File: config.mk
export PLATFORM = sky130hd
export DESIGN_NAME = cmd_frame_decoder
export DESIGN_NICKNAME = d
export VERILOG_FILES = /design/src/rtl/cmd_pkg.sv /design/src/rtl/cmd_frame_decoder.sv
export SDC_FILE = /design/constraint.sdc
export NUM_CORES = 1
export LEC_CHECK = 0
export CORE_MARGIN = 2
export CORE_UTILIZATION = 57
export CTS_CLUSTER_SIZE = 24
export DETAILED_ROUTE_END_ITERATION = 7
export MAX_ROUTING_LAYER = met4
export PLACE_DENSITY = 0.84
export RECOVER_POWER = 50
export SLEW_MARGIN = 5
export SYNTH_ARGS = -nofsm -noshare
export SYNTH_HDL_FRONTEND = slang
export SYNTH_SLANG_ARGS = --single-unit
File: constraint.sdc
create_clock -name clk -period 6 [get_ports clk]
set_clock_uncertainty 0.05 [all_clocks]
set_input_delay 1.8 -clock clk [delete_from_list [all_inputs] [get_ports clk]]
set_output_delay 1.8 -clock clk [all_outputs]
set_load 0.03 [all_outputs]
File: src/rtl/cmd_pkg.sv
// cmd_pkg: shared types and constants for the command frame decoder and register block.
package cmd_pkg;

    typedef enum logic [2:0] {
        S_MAGIC,
        S_COUNT,
        S_ADDR,
        S_DATA,
        S_DRAIN
    } state_t;

    localparam logic [7:0] CMD_MAGIC     = 8'hA5;
    localparam int         CMD_REC_BYTES = 5;

    localparam logic [7:0] CMD_SEND           = 8'd2;
    localparam logic [7:0] CMD_SRC_MAC_HI     = 8'd24;
    localparam logic [7:0] CMD_SRC_MAC_LO     = 8'd28;
    localparam logic [7:0] CMD_DST_MAC_HI     = 8'd32;
    localparam logic [7:0] CMD_DST_MAC_LO     = 8'd36;
    localparam logic [7:0] CMD_SRC_IP         = 8'd40;
    localparam logic [7:0] CMD_DST_IP         = 8'd44;
    localparam logic [7:0] CMD_SRC_PORT       = 8'd48;
    localparam logic [7:0] CMD_DST_PORT       = 8'd52;
    localparam logic [7:0] CMD_UDP_LEN        = 8'd60;
    localparam logic [7:0] CMD_ARP_OP         = 8'd64;
    localparam logic [7:0] CMD_ARP_DST_MAC_HI = 8'd68;
    localparam logic [7:0] CMD_ARP_DST_MAC_LO = 8'd72;
    localparam logic [7:0] CMD_ARP_DST_IP     = 8'd76;
    localparam logic [7:0] CMD_ARP_SRC_MAC_HI = 8'd80;
    localparam logic [7:0] CMD_ARP_SRC_MAC_LO = 8'd84;
    localparam logic [7:0] CMD_ARP_SRC_IP     = 8'd88;

endpackage

File: src/rtl/cmd_frame_decoder.sv
// cmd_frame_decoder: parses MAGIC/N/records byte frames into single-cycle register writes
// and reports per-frame ok/error with a saturating error count.
module cmd_frame_decoder
    import cmd_pkg::*;
#(
    parameter logic [7:0] MAGIC = CMD_MAGIC
) (
    input  logic        clk,
    input  logic        rst_n,
    input  logic [7:0]  i_rx_data,
    input  logic        i_rx_vld,
    input  logic        i_rx_eop,
    output logic [7:0]  o_cmd_addr,
    output logic [31:0] o_cmd_data,
    output logic        o_cmd_wr,
    output logic        o_frame_ok,
    output logic        o_frame_err,
    output logic [15:0] o_err_cnt
);

    localparam logic [1:0] LAST_IDX = 2'(CMD_REC_BYTES - 2);

    state_t      state, state_nx;
    logic [7:0]  rem, addr_q;
    logic [1:0]  idx;
    logic [23:0] data_sh;
    logic        eop, last_byte, wr_nx, ok_nx, err_nx;

    assign eop       = i_rx_vld && i_rx_eop;
    assign last_byte = state == S_DATA && idx == LAST_IDX;

    always_ff @(posedge clk or negedge rst_n) begin
        if (!rst_n)
            state <= S_MAGIC;
        else
            state <= state_nx;
    end

    always_comb begin
        state_nx = state;
        if (i_rx_vld) begin
            if (i_rx_eop)
                state_nx = S_MAGIC;
            else
                case (state)
                    S_MAGIC: state_nx = (i_rx_data == MAGIC) ? S_COUNT : S_DRAIN;
                    S_COUNT: state_nx = (i_rx_data == 8'd0) ? S_DRAIN : S_ADDR;
                    S_ADDR:  state_nx = S_DATA;
                    S_DATA:  state_nx = !last_byte ? S_DATA : (rem == 8'd1) ? S_DRAIN : S_ADDR;
                    default: state_nx = S_DRAIN;
                endcase
        end
    end

    // A frame is good only when eop lands exactly on its final expected byte.
    always_comb begin
        wr_nx  = i_rx_vld && last_byte;
        ok_nx  = eop && ((state == S_COUNT && i_rx_data == 8'd0) || (last_byte && rem == 8'd1));
        err_nx = eop && !ok_nx;
    end

    always_ff @(posedge clk or negedge rst_n) begin
        if (!rst_n) begin
            o_cmd_addr  <= '0;
            o_cmd_data  <= '0;
            o_cmd_wr    <= 1'b0;
            o_frame_ok  <= 1'b0;
            o_frame_err <= 1'b0;
            o_err_cnt   <= '0;
            rem         <= '0;
            addr_q      <= '0;
            idx         <= '0;
            data_sh     <= '0;
        end else begin
            o_cmd_wr    <= wr_nx;
            o_frame_ok  <= ok_nx;
            o_frame_err <= err_nx;
            if (err_nx && o_err_cnt != 16'hFFFF)
                o_err_cnt <= o_err_cnt + 16'd1;
            if (wr_nx) begin
                o_cmd_addr <= addr_q;
                o_cmd_data <= {data_sh, i_rx_data};
            end
            if (i_rx_vld) begin
                if (state == S_COUNT)
                    rem <= i_rx_data;
                if (state == S_ADDR) begin
                    addr_q <= i_rx_data;
                    idx    <= '0;
                end
                if (state == S_DATA) begin
                    data_sh <= {data_sh[15:0], i_rx_data};
                    idx     <= idx + 2'd1;
                    if (last_byte)
                        rem <= rem - 8'd1;
                end
            end
        end
    end

endmodule
==> out/metrics.cfg <==
[cells_and_area]
num_antenna_cells = 0
syn_to_final_growth_pct = 21.2
drive_above_1_share_pct = 16.6
nNetsFinal = 474
instances_no_fill = 565

[critical_path]
path_cells = dlygate4sd3_1 -> clkbuf_1 -> nand3b_4 -> or2_1 -> inv_2 -> nand2_2 -> buf_4 -> mux2_1
worstPathArrival_ns = 5.28
r2r_cells = 6
required_ns = 6.21
crit_family = buffers and inverters
reg2reg_setup_slack_ns = 2.89
crit_slowest_cell = clkbuf_1
crit_buf_inv = 4
path_class = in2reg
slowest_delay_ns = 0.69
r2r-start = state[1]$_DFFE_PN0P_
reg2reg_to = o_cmd_data[3]$_DFFE_PN0P_
cp_max_fo = 32
start_kind = input port
worstSetupEndpointType = register

[timing]
finalSetupTns_ns = 0
max_slew_margin_pct = -113
rsz0062_at_grt = false
clock.fmax_mhz = 197
tightest_slew_ns = 3.19
fin_ws_ns = 0.927
timing.final.crit_period_ns = 5.07
hold_ws_ns = 0.435
setup_violations = 0
hold_viol_final = 0
finalMaxSlewViolations = 63
post-route-period-util_pct = 84.6

[synthesis]
synth_area_leaders = dfrtp_1, mux2_2, nand2_1
ys.warnings.count = 0
synth_edf_count = 0
syn_area_per_cell_sq_um = 11.5
synth_ff_type = dfrtp_1
async_flop_share_pct = 100
synthesis.area_sq_mm = 0.00449
yosysTopAreaCell = dfrtp_1
synth_seq_cells = 104
synthDominantCellAreaShare_pct = 58.0
synthesis.nets = 408
synth_cell_type_count = 46
ys_seq_area_share_pct = 58.0
synth_cells = 392

[placement]
gp_congestion = 0.801
numPortBuffers = 70
pre_cts_ws_ns = 1.01
dp_cells = 549
dp_hpwl_mm = 6.26

[floorplanning]
die_h_um = 92.8
die_x_um = 92.8
ios = 71
placementRows = 32
core_sq_mm = 0.00769
die_area_sq_mm = 0.00860
initial_core_util_pct = 58.4

[global_route]
busiest_layer = met2
grt_pass1_vias = 3022
antenna_found_initial = 0
grt-ovfl-total = 0
grt_max_degree = 63
grt_usage_pct = 23.8
gr-usage-met2_pct = 34.7
grt_pass1_wl_mm = 15.4
met3_usage_pct = 3.17
grtUsageMet1_pct = 33.5

[clocking]
ctsHoldBuffers = 0
cts.sink_count = 104
cts_tree = done
cts_buffers = 9
cts-root-buf = clkbuf_8
htree_levels = 3
clkTransAtPathRegs_ns = 0.10
cts_setup_buffers = 0
post_cts_resized = 0
clk_latency_ns = 0.37
cts_max_path_buffers = 2

[drt]
vias = 3227
routedWlPerCell_um = 16.2
ant_nets = 0
drc = 0
via_per_inst = 5.71
first_pass_iters = 5
drt_wl_total_mm = 9.17
drtIter0Drc = 229

[hold_path]
hold-path-endpoint = data_sh[21]$_DFFE_PN0P_
min-delay-start = data_sh[21]$_DFFE_PN0P_
whs_path_depth = 2
hp-class = reg2reg

[run_status]
status = finished with violations
violations = capacitance limit, slew limit

[power_and_ir_drop]
power.density_mw_per_mm2 = 263
power.total_uw = 1430
peakVddDrop_uv = 164
p_leak_uw = 0.00271

[job]
drv_cap = 1

## through the flow
step / cell area [sq um] / util [%]
2_1_floorplan: 4490 / -
3_3_place_gp: 5250 / 68.2
3_5_place_dp: 5250 / 68.2
4_1_cts: 5450 / 70.9
5_1_grt: 5440 / 70.8
6_report: 5440 / 70.8
## placed cells by master (no fill, tap or decap), types with 2 or more instances in the layout
cell type	instances
nor4_2	4
a31oi_1	2
mux2i_1	4
nand4_1	4
nor2b_1	2
clkinv_2	2
ha_1	4
a21oi_1	5
clkbuf_1	2
nor4b_1	2
or3_1	7
xor2_1	12
a32oi_1	4
nand3_1	7
nand2_2	2
clkbuf_8	10
dfrtp_1	104
nor4_1	8
o21ai_0	10
dlygate4sd3_1	22
nor3_1	8
nand2_1	94
mux2_1	4
inv_6	2
inv_1	8
or2_1	2
mux2_2	46
nor2_1	11
a22oi_1	2
buf_4	2
clkdlybuf4s50_1	47
## state kept, by name, summed over array words and instances (netlist names)
signal       flops
o_frame_err      1
idx              2
addr_q           8
o_err_cnt       16
state            3
o_frame_ok       1
o_cmd_addr       8
rem              8
o_cmd_wr         1
data_sh         24
o_cmd_data      32
## synth_stat cells (all sizes together) (2+ instances only)
library cell	count
dfrtp	104
nand2	96
mux2	50
buf	12
nor4	12
xor2	12
nor2	11
o21ai	10
inv	9
nor3	9
nand3	7
or3	7
clkbuf	6
a21oi	5
a32oi	4
ha	4
mux2i	4
nand4	4
a22oi	2
a31oi	2
and4	2
nor2b	2
nor4b	2
o21bai	2
or2	2
## metal layers
layer | vias to the layer above | share of wire (%)
met5 | - | 0
met2 | 116 | 50
met3 | 29 | 4.6
met4 | 0 | 2.3
met1 | 1590 | 43
li1 | 1492 | -
## worst max-delay path by stage
stage | from | endpoint | slack (ns) | depth (start not counted)
2_1_floorplan | i_rx_vld | o_err_cnt[15]$_DFFE_PN0P_ | 2.87 | 7
3_3_place_gp | i_rx_vld | o_cmd_addr[1]$_DFFE_PN0P_ | 1.15 | 8
3_5_place_dp | i_rx_vld | o_cmd_data[17]$_DFFE_PN0P_ | 1.01 | 8
4_1_cts | i_rx_vld | o_cmd_data[17]$_DFFE_PN0P_ | 1.37 | 8
5_1_grt | i_rx_vld | o_cmd_data[19]$_DFFE_PN0P_ | 0.61 | 8
6_report | i_rx_vld | o_cmd_addr[6]$_DFFE_PN0P_ | 0.93 | 8
## final cells by class
class / count / area, sq um
Fill cell: 554 / 2250
Tap cell: 102 / 128
Clock inverter: 6 / 66.3
Multi-Input combinational cell: 261 / 1760
Inverter: 9 / 33.8
Clock buffer: 10 / 138
Timing Repair Buffer: 73 / 713
Sequential cell: 104 / 2600
## cells by family (layout without fill, tap and decap cells)
logic type                 after synthesis  in the layout  synth area share [%]
xor gates and xnor gates                13             13                  2.54
AOI/OAI and AO/OA                       30             30                  4.51
and+or+nand+nor                        160            160                  17.6
adders and majority gates                4              4                  1.11
DFF                                    104            104                  58.0
muxes                                   54             54                  13.4
buffers and inverters                   27             98                  2.84
## worst min-delay path, stage by stage, from the launching register on
cell and delay [ns]:
dfrtp_1 0.35, nand2_1 0.05, nand2_1 0.06
## power breakdown
group	total, uW	switching (uW)	internal, uW	leakage, uW
logic	201	117	83.6	0.00119
registers	784	45.2	739	0.00141
clock network	446	239	207	0.000107
(Power assumes the default switching activity.)
